**config.mk**
```make
export PLATFORM = sky130hd
export DESIGN_NAME = alu_muldiv_seq_flat
export DESIGN_NICKNAME = d
export VERILOG_FILES = /design/src/rtl/alu_muldiv_seq_pkg.sv /design/src/rtl/alu_muldiv_seq_if.sv /design/src/rtl/alu_muldiv_seq.sv /design/src/flat_wrapper.sv
export SDC_FILE = /design/constraint.sdc
export NUM_CORES = 1
export LEC_CHECK = 0
export CAP_MARGIN = 30
export CORE_MARGIN = 3
export CORE_UTILIZATION = 25
export DETAILED_ROUTE_END_ITERATION = 7
export MAX_ROUTING_LAYER = met4
export PLACE_DENSITY = 0.37
export SLEW_MARGIN = 10
export SYNTH_ARGS = -nofsm -noshare
export SYNTH_HDL_FRONTEND = slang
export SYNTH_SLANG_ARGS = --single-unit
```
**constraint.sdc**
```tcl
create_clock -name ctrl -period 5.7 [get_ports ctrl]
set_input_delay 0.57 -clock ctrl [delete_from_list [all_inputs] [get_ports ctrl]]
set_output_delay 0.57 -clock ctrl [all_outputs]
set_load 0.01 [all_outputs]
```
**src/rtl/alu_muldiv_seq_pkg.sv**
```systemverilog
// Shared types for the iterative multiply/divide unit: control bundle,
// ALU function codes and the FSM state encoding exposed for debug.
package alu_muldiv_seq_pkg;

   typedef struct packed {
      logic Util_Control_clock;
      logic Util_Control_reset;
   } Util_Control_T;

   typedef enum logic [3:0] {
      Add, Addu, Sub, Subu, And, Or, Xor, Nor,
      Slt, Sltu, Mult, Multu, Div, Divu, Sll, Srl
   } Alu_Func_T;

   typedef enum logic [1:0] {
      ST_IDLE, ST_RUN, ST_FIX, ST_DONE
   } state_t;

endpackage

```
**src/rtl/alu_muldiv_seq_if.sv**
```systemverilog
// Request/result bus between the execute stage (master) and the
// multiply/divide unit (slave).
interface alu_muldiv_seq_if #(
   parameter int DATA_W = 32
);
   // Handshake: start is a one-cycle request, accepted only while busy=0
   // (IDLE or DONE) with a mul/div func; done is a one-cycle strobe that
   // qualifies hi/lo, which then hold until the next done.
   logic                            start;
   alu_muldiv_seq_pkg::Alu_Func_T   func;
   logic [DATA_W-1:0]               data1;
   logic [DATA_W-1:0]               data2;
   logic                            busy;
   logic                            done;
   logic [DATA_W-1:0]               hi;
   logic [DATA_W-1:0]               lo;

   modport master (output start, func, data1, data2, input busy, done, hi, lo);
   modport slave  (input start, func, data1, data2, output busy, done, hi, lo);
endinterface

```
**src/rtl/alu_muldiv_seq.sv**
```systemverilog
// Iterative MULT/MULTU/DIV/DIVU unit, one bit per cycle, feeding the HI/LO stage.
// Optional macro ALU_MULDIV_EARLY_EN: multiply leaves RUN once the remaining multiplier bits are zero.
module alu_muldiv_seq
   import alu_muldiv_seq_pkg::*;
#(
   parameter int DATA_W = 32
) (
   input  Util_Control_T          ctrl,
   alu_muldiv_seq_if.slave        bus,
   output state_t                 o_state
);

   localparam int CNT_W = (DATA_W > 1) ? $clog2(DATA_W) : 1;

   logic                  w_clk;
   logic                  w_rst;
   state_t                r_state;
   state_t                w_next;
   logic [CNT_W-1:0]      r_cnt;
   logic [2*DATA_W-1:0]   r_acc;
   logic [2*DATA_W-1:0]   r_opb;
   logic [DATA_W-1:0]     r_mplier;
   logic [DATA_W-1:0]     r_raw1;
   logic                  r_is_div;
   logic                  r_neg_q;
   logic                  r_neg_r;
   logic                  r_div0;
   logic [DATA_W-1:0]     r_hi;
   logic [DATA_W-1:0]     r_lo;

   logic                  w_valid_func;
   logic                  w_accept;
   logic                  w_signed;
   logic                  w_is_div_in;
   logic                  w_neg1;
   logic                  w_neg2;
   logic [DATA_W-1:0]     w_mag1;
   logic [DATA_W-1:0]     w_mag2;
   logic [2*DATA_W-1:0]   w_mul_sum;
   logic [DATA_W:0]       w_diff;
   logic [2*DATA_W-1:0]   w_div_next;
   logic                  w_last;
   logic [2*DATA_W-1:0]   w_prod_fix;
   logic [DATA_W-1:0]     w_quo_fix;
   logic [DATA_W-1:0]     w_rem_fix;

   assign w_clk = ctrl.Util_Control_clock;
   assign w_rst = ctrl.Util_Control_reset;

   assign w_valid_func = bus.func inside {Mult, Multu, Div, Divu};
   assign w_accept     = bus.start && w_valid_func &&
                         (r_state == ST_IDLE || r_state == ST_DONE);
   assign w_signed     = (bus.func == Mult) || (bus.func == Div);
   assign w_is_div_in  = (bus.func == Div) || (bus.func == Divu);
   assign w_neg1       = w_signed & bus.data1[DATA_W-1];
   assign w_neg2       = w_signed & bus.data2[DATA_W-1];
   assign w_mag1       = w_neg1 ? -bus.data1 : bus.data1;
   assign w_mag2       = w_neg2 ? -bus.data2 : bus.data2;

   // Multiply: product accumulates while the multiplicand walks left.
   assign w_mul_sum = r_acc + (r_mplier[0] ? r_opb : '0);

   // Restoring divide: r_acc holds {remainder, dividend/quotient}.
   assign w_diff     = r_acc[2*DATA_W-1:DATA_W-1] - {1'b0, r_opb[DATA_W-1:0]};
   assign w_div_next = w_diff[DATA_W] ? {r_acc[2*DATA_W-2:0], 1'b0}
                                      : {w_diff[DATA_W-1:0], r_acc[DATA_W-2:0], 1'b1};

`ifdef ALU_MULDIV_EARLY_EN
   assign w_last = (r_cnt == CNT_W'(DATA_W-1)) ||
                   (!r_is_div && (r_mplier[DATA_W-1:1] == '0));
`else
   assign w_last = (r_cnt == CNT_W'(DATA_W-1));
`endif

   assign w_prod_fix = r_neg_q ? -r_acc : r_acc;
   assign w_quo_fix  = r_neg_q ? -r_acc[DATA_W-1:0] : r_acc[DATA_W-1:0];
   assign w_rem_fix  = r_neg_r ? -r_acc[2*DATA_W-1:DATA_W] : r_acc[2*DATA_W-1:DATA_W];

   always_comb begin
      w_next   = r_state;
      bus.busy = 1'b0;
      bus.done = 1'b0;
      case (r_state)
         ST_IDLE: if (w_accept) w_next = ST_RUN;
         ST_RUN: begin
            bus.busy = 1'b1;
            if (w_last) w_next = ST_FIX;
         end
         ST_FIX: begin
            bus.busy = 1'b1;
            w_next   = ST_DONE;
         end
         ST_DONE: begin
            bus.done = 1'b1;
            w_next   = w_accept ? ST_RUN : ST_IDLE;
         end
         default: w_next = ST_IDLE;
      endcase
   end

   always_ff @(posedge w_clk) begin
      if (w_rst) begin
         r_state  <= ST_IDLE;
         r_cnt    <= '0;
         r_acc    <= '0;
         r_opb    <= '0;
         r_mplier <= '0;
         r_raw1   <= '0;
         r_is_div <= 1'b0;
         r_neg_q  <= 1'b0;
         r_neg_r  <= 1'b0;
         r_div0   <= 1'b0;
         r_hi     <= '0;
         r_lo     <= '0;
      end else begin
         r_state <= w_next;
         if (w_accept) begin
            r_cnt    <= '0;
            r_is_div <= w_is_div_in;
            r_neg_q  <= w_neg1 ^ w_neg2;
            r_neg_r  <= w_neg1;
            r_div0   <= w_is_div_in && (bus.data2 == '0);
            r_raw1   <= bus.data1;
            r_mplier <= w_mag2;
            r_acc    <= w_is_div_in ? {{DATA_W{1'b0}}, w_mag1} : '0;
            r_opb    <= {{DATA_W{1'b0}}, w_is_div_in ? w_mag2 : w_mag1};
         end else if (r_state == ST_RUN) begin
            r_cnt <= r_cnt + CNT_W'(1);
            if (r_is_div) begin
               r_acc <= w_div_next;
            end else begin
               r_acc    <= w_mul_sum;
               r_opb    <= r_opb << 1;
               r_mplier <= r_mplier >> 1;
            end
         end else if (r_state == ST_FIX) begin
            // Divide by zero bypasses sign fixup and reports the raw dividend.
            if (r_is_div && r_div0) begin
               r_hi <= r_raw1;
               r_lo <= '1;
            end else if (r_is_div) begin
               r_hi <= w_rem_fix;
               r_lo <= w_quo_fix;
            end else begin
               {r_hi, r_lo} <= w_prod_fix;
            end
         end
      end
   end

   assign bus.hi  = r_hi;
   assign bus.lo  = r_lo;
   assign o_state = r_state;

endmodule

```
**src/flat_wrapper.sv**
```systemverilog
// flat-port wrapper written by rule: the top's interface ports become plain ports
module alu_muldiv_seq_flat import alu_muldiv_seq_pkg::*;
#(
   parameter int DATA_W = 32
)
  (ctrl, o_state, bus_start, bus_func, bus_data1, bus_data2, bus_busy, bus_done, bus_hi, bus_lo);
  alu_muldiv_seq_if #(.DATA_W(DATA_W)) bus_i ();
  input  Util_Control_T ctrl;
  output state_t o_state;
  input wire logic [$bits(bus_i.start)-1:0] bus_start;
  input wire logic [$bits(bus_i.func)-1:0] bus_func;
  input wire logic [$bits(bus_i.data1)-1:0] bus_data1;
  input wire logic [$bits(bus_i.data2)-1:0] bus_data2;
  output wire logic [$bits(bus_i.busy)-1:0] bus_busy;
  output wire logic [$bits(bus_i.done)-1:0] bus_done;
  output wire logic [$bits(bus_i.hi)-1:0] bus_hi;
  output wire logic [$bits(bus_i.lo)-1:0] bus_lo;
  assign bus_i.start = bus_start;
  assign bus_i.func = bus_func;
  assign bus_i.data1 = bus_data1;
  assign bus_i.data2 = bus_data2;
  assign bus_busy = bus_i.busy;
  assign bus_done = bus_i.done;
  assign bus_hi = bus_i.hi;
  assign bus_lo = bus_i.lo;
  alu_muldiv_seq #(.DATA_W(DATA_W)) u_core (.ctrl(ctrl), .bus(bus_i), .o_state(o_state));
endmodule
```
==> out/summary.md <==
Worst setup path
* Crit-path slowest cell: sky130_fd_sc_hd__clkbuf_16
* number of buffer and inverter stages on the critical path: 9
* largest driver fanout on the critical path: 9
* most frequent cell on the critical path: sky130_fd_sc_hd__clkbuf_16
* type of the worst setup path: clock port to flip-flop
* Critical Path AT: 5.28 ns
* crit end category: flip-flop
* endpoint required time on the critical path: 6.20 ns
* critical-path cell list: clkbuf_16, clkbuf_16, clkbuf_16, nor2_1, clkbuf_16, clkbuf_16, nand2_1, clkbuf_16, clkbuf_16, nor2_1, clkbuf_16, clkbuf_16, o311ai_0, nor2_1, a221o_1
* slowest stage delay, CP: 0.22 ns
* Largest delay share family, worst path: buffers and inverters
* CP startpoint kind: clock port

Clock network
* TritonCTS clock tree: done
* Clock Pin Slew Worst Setup and Hold Paths: 0.06 ns
* Hold Buf Count CTS: 0
* source-to-sink clock delay at the later pin of the worst-skew pair: 0.58 ns
* post-cts repair resize count: 0
* post-CTS setup repair buffer count: 0

Timing
* Final Hold Viols: 1
* final-report max-slew violation count: 46
* slew at the pin closest to its max-slew limit: 2.11 ns
* skew final: 0.0255 ns
* unrepaired setup endpoints after global routing: no
* Fin Setup TNS: 0 ns
* smallest hold slack: -0.00243 ns
* final count of negative-setup-slack endpoints: 0
* worst relative slew slack: -40.9%

Power and ir drop
* standby leakage power: 9.76 nW
* Max IR drop VDD: 0.000299 V
* clock group share of total power: 47.1%
* Comb power frac: 32.3%
* Internal Power: 7.97 mW
* reported net switching power: 5.80 mW
* proportion of total power due to net switching: 42.1%
* total power divided by cell area: 523 nW/um^2
* Sequential Power Share: 20.6%
* power after layout: 13.8 mW

Yosys
* flip-flop cell with the highest count after synthesis: sky130_fd_sc_hd__dfxtp_1
* number of nets in the synthesized netlist: 2962
* Synth async-reset ratio: 0%
* count of flip-flops with a built-in enable after synthesis: 0
* number of library cell types mapped by synthesis: 80
* largest area contributor in the netlist: sky130_fd_sc_hd__dfxtp_1
* main area contributors after synthesis: sky130_fd_sc_hd__dfxtp_1 26%, sky130_fd_sc_hd__nand2_1 7.9%, sky130_fd_sc_hd__a21oi_1 6.9%
* area share of the largest cell type after synthesis: 26.4%
* Warnings, synthesis: 0
* share of the yosys chip area belonging to registers: 26.4%
* Post-Synthesis Cells: 2783
* per-instance average area after synthesis: 7.26 sq um
* post-synthesis instance area: 20200 sq um
* number of synthesized register bits: 267

Floorplanning
* initial standard-cell utilization of the core: 25.4%
* core box area: 79500 sq um
* die area: 84300 sq um
* vertical extent of the die: 290 um
* horizontal extent of the die: 290 um
* number of top-level pins: 139
* number of placement rows: 103

Global routing
* met1 layer usage reported by global route: 29.2%
* global routing met3 resource utilization: 9.58%
* busiest layer in global routing: met2
* global-route met2 utilization: 30.3%
* antenna violations before repair: 3
* vias in the first global route: 23800
* wire length of the first global-routing pass: 143 mm
* pin count of the biggest net entering global routing: 89
* total routing resource utilization after global routing: 23.5%
* total global routing overflow: 0

Placement
* HPWL after DPL: 72.2 mm
* # port buffers: 137
* Routability Congestion: 0.927

Drt
* drt total wl: 97.4 mm
* Residual DRC: 0
* DRT antenna net count: 0
* detailed-routing iteration count for the pre-antenna-repair pass: 8
* via count: 21800
* number of DRC markers after the initial detailed-route iteration: 1602
* WL/cell: 24.1 um
* routed via count divided by cell count: 5.39

Outcome
* violated checks: hold timing, capacitance limit, slew limit
* run status: finished, violations left

Layout
* # nets final: 3090
* layout-stage area growth over the synthesis result: 30.1%
* layout cells sized above 1: 8.22%

Run
* Max-cap violations: 1

Worst hold path
* path class of the lowest-slack min-delay path: clock port to flip-flop

## worst register-to-register path, stage by stage (launching register included)
cell and delay (ns):
sky130_fd_sc_hd__dfxtp_1 0.45, sky130_fd_sc_hd__inv_1 0.14, sky130_fd_sc_hd__ha_1 0.40, sky130_fd_sc_hd__or2_4 0.30, sky130_fd_sc_hd__buf_4 0.72, sky130_fd_sc_hd__nand2_1 1.52, sky130_fd_sc_hd__a21oi_1 0.58
## through the flow
step	util, %	hold slack [ns]	instances	setup slack [ns]	cell area [sq um]
6_report	33.1	-0.00243	4046	0.921	26300
5_1_grt	33.1	0.00496	4044	0.719	26300
4_1_cts	33.1	-0.0185	4041	0.694	26300
3_5_place_dp	28.4	0.0617	3825	1.52	22600
3_3_place_gp	28.4	0.0617	3823	1.52	22600
2_1_floorplan	-	0.433	2783	1.63	20200
## logic make-up after synthesis
logic type      share of synthesized area [%]
compound gates                           26.1
xor+xnor                                 8.88
fa+ha+maj                                6.76
buf+inv                                  4.76
flops                                    26.4
mux                                      2.76
simple gates                             24.3
## power groups by stage
stage / logic [mW] / registers (mW) / clock network [mW]
final: 4.45 / 2.84 / 6.49
after global placement: 4.43 / 2.87 / 0.408
after detailed placement: 4.41 / 2.87 / 0.408
after global routing: 4.88 / 2.88 / 6.91
after floorplan: 2.91 / 2.65 / 0.805
after CTS: 4.44 / 2.83 / 6.77
## placed cells by master (no fill, tap or decap), types with 15 or more instances in the layout
cell type                         netlist  final
sky130_fd_sc_hd__nand3_1               43     43
sky130_fd_sc_hd__ha_1                 106    104
sky130_fd_sc_hd__inv_1                 69     80
sky130_fd_sc_hd__o22ai_1               52     52
sky130_fd_sc_hd__xnor2_1              118    117
sky130_fd_sc_hd__a311oi_1              52     52
sky130_fd_sc_hd__clkdlybuf4s50_1        0    137
sky130_fd_sc_hd__o21ai_0              152    152
sky130_fd_sc_hd__o21bai_1              15     15
sky130_fd_sc_hd__or3_1                 18     18
sky130_fd_sc_hd__a211oi_1              40     40
sky130_fd_sc_hd__mux2i_1               49     49
sky130_fd_sc_hd__o31ai_1               30     30
sky130_fd_sc_hd__and3_1                18     18
sky130_fd_sc_hd__a22oi_1               17     17
sky130_fd_sc_hd__buf_4                  0     36
sky130_fd_sc_hd__xor2_1                87     87
sky130_fd_sc_hd__nand2_1              428    427
sky130_fd_sc_hd__nand2b_1              23     23
sky130_fd_sc_hd__a31oi_1               15     15
sky130_fd_sc_hd__nor3_1                49     49
sky130_fd_sc_hd__clkbuf_1             166     55
sky130_fd_sc_hd__and2_1                76     76
sky130_fd_sc_hd__nor4_1                19     19
sky130_fd_sc_hd__clkbuf_16              0    123
sky130_fd_sc_hd__a21oi_1              278    278
sky130_fd_sc_hd__o211ai_1              34     34
sky130_fd_sc_hd__dfxtp_1              267    266
sky130_fd_sc_hd__a21o_1                34     34
sky130_fd_sc_hd__nor2_1               281    278
sky130_fd_sc_hd__nand4_1               37     37
## cell type report
class | count | area (sq um)
antenna | 3 | 7.51
clock buffer | 187 | 3400
clock inverter | 30 | 307
fill | 8442 | 53200
inverter | 68 | 255
multi-input combinational | 2263 | 14000
sequential | 267 | 5350
tap | 1050 | 1310
timing repair buffer | 178 | 1720
## flip-flops by register name, summed over array words and instances, names as in the netlist
register         flops
u_core.bus.hi       32
u_core.bus.lo       32
u_core.o_state       2
u_core.r_acc        64
u_core.r_cnt         5
u_core.r_div0        1
u_core.r_is_div      1
u_core.r_mplier     32
u_core.r_neg_q       1
u_core.r_neg_r       1
u_core.r_opb        64
u_core.r_raw1       32
## Yosys cell counts, drive strengths merged (9+ instances only)
master	n
a311oi	52
o21ai	165
a21o	34
or4	15
nand3	43
o221ai	11
nor2	281
a221oi	10
o22ai	53
inv	69
a22oi	17
xor2	87
nand2	428
o211ai	34
a211oi	40
and2	76
o21a	15
dfxtp	267
or3	20
nand2b	24
or2	9
o31ai	30
a31oi	15
a21oi	278
nor3	53
clkbuf	166
nor2b	15
o41ai	10
nand4	37
ha	106
xnor2	118
nor4	23
mux2i	49
o21bai	15
buf	18
and3	18
## routing by layer
| metal | part of all wire (%) | routed length (um) |
|---|---|---|
| met5 | 0 | 0 |
| met2 | 41 | 40100 |
| met4 | 4.5 | 4350 |
| met1 | 46 | 45000 |
| met3 | 8.2 | 7940 |
## worst paths after layout
check / from / to / slack, ns / depth (start not counted)
worst max-delay path: ctrl[0] / u_core.r_acc[58]$_SDFFE_PP0P_ / 0.92 / 15
worst min-delay path: ctrl[0] / u_core.r_acc[28]$_SDFFE_PP0P_ / -0.002 / 5
worst max register to register: u_core.o_state[1]$_SDFFE_PP0P_ / u_core.r_opb[55]$_SDFFE_PP0P_ / 1.46 / 6
worst min register to register: u_core.bus.hi[17]$_SDFFE_PP0P_ / u_core.bus.hi[17]$_SDFFE_PP0P_ / 0.45 / 2
No activity file was read; power rests on OpenSTA's default activity.
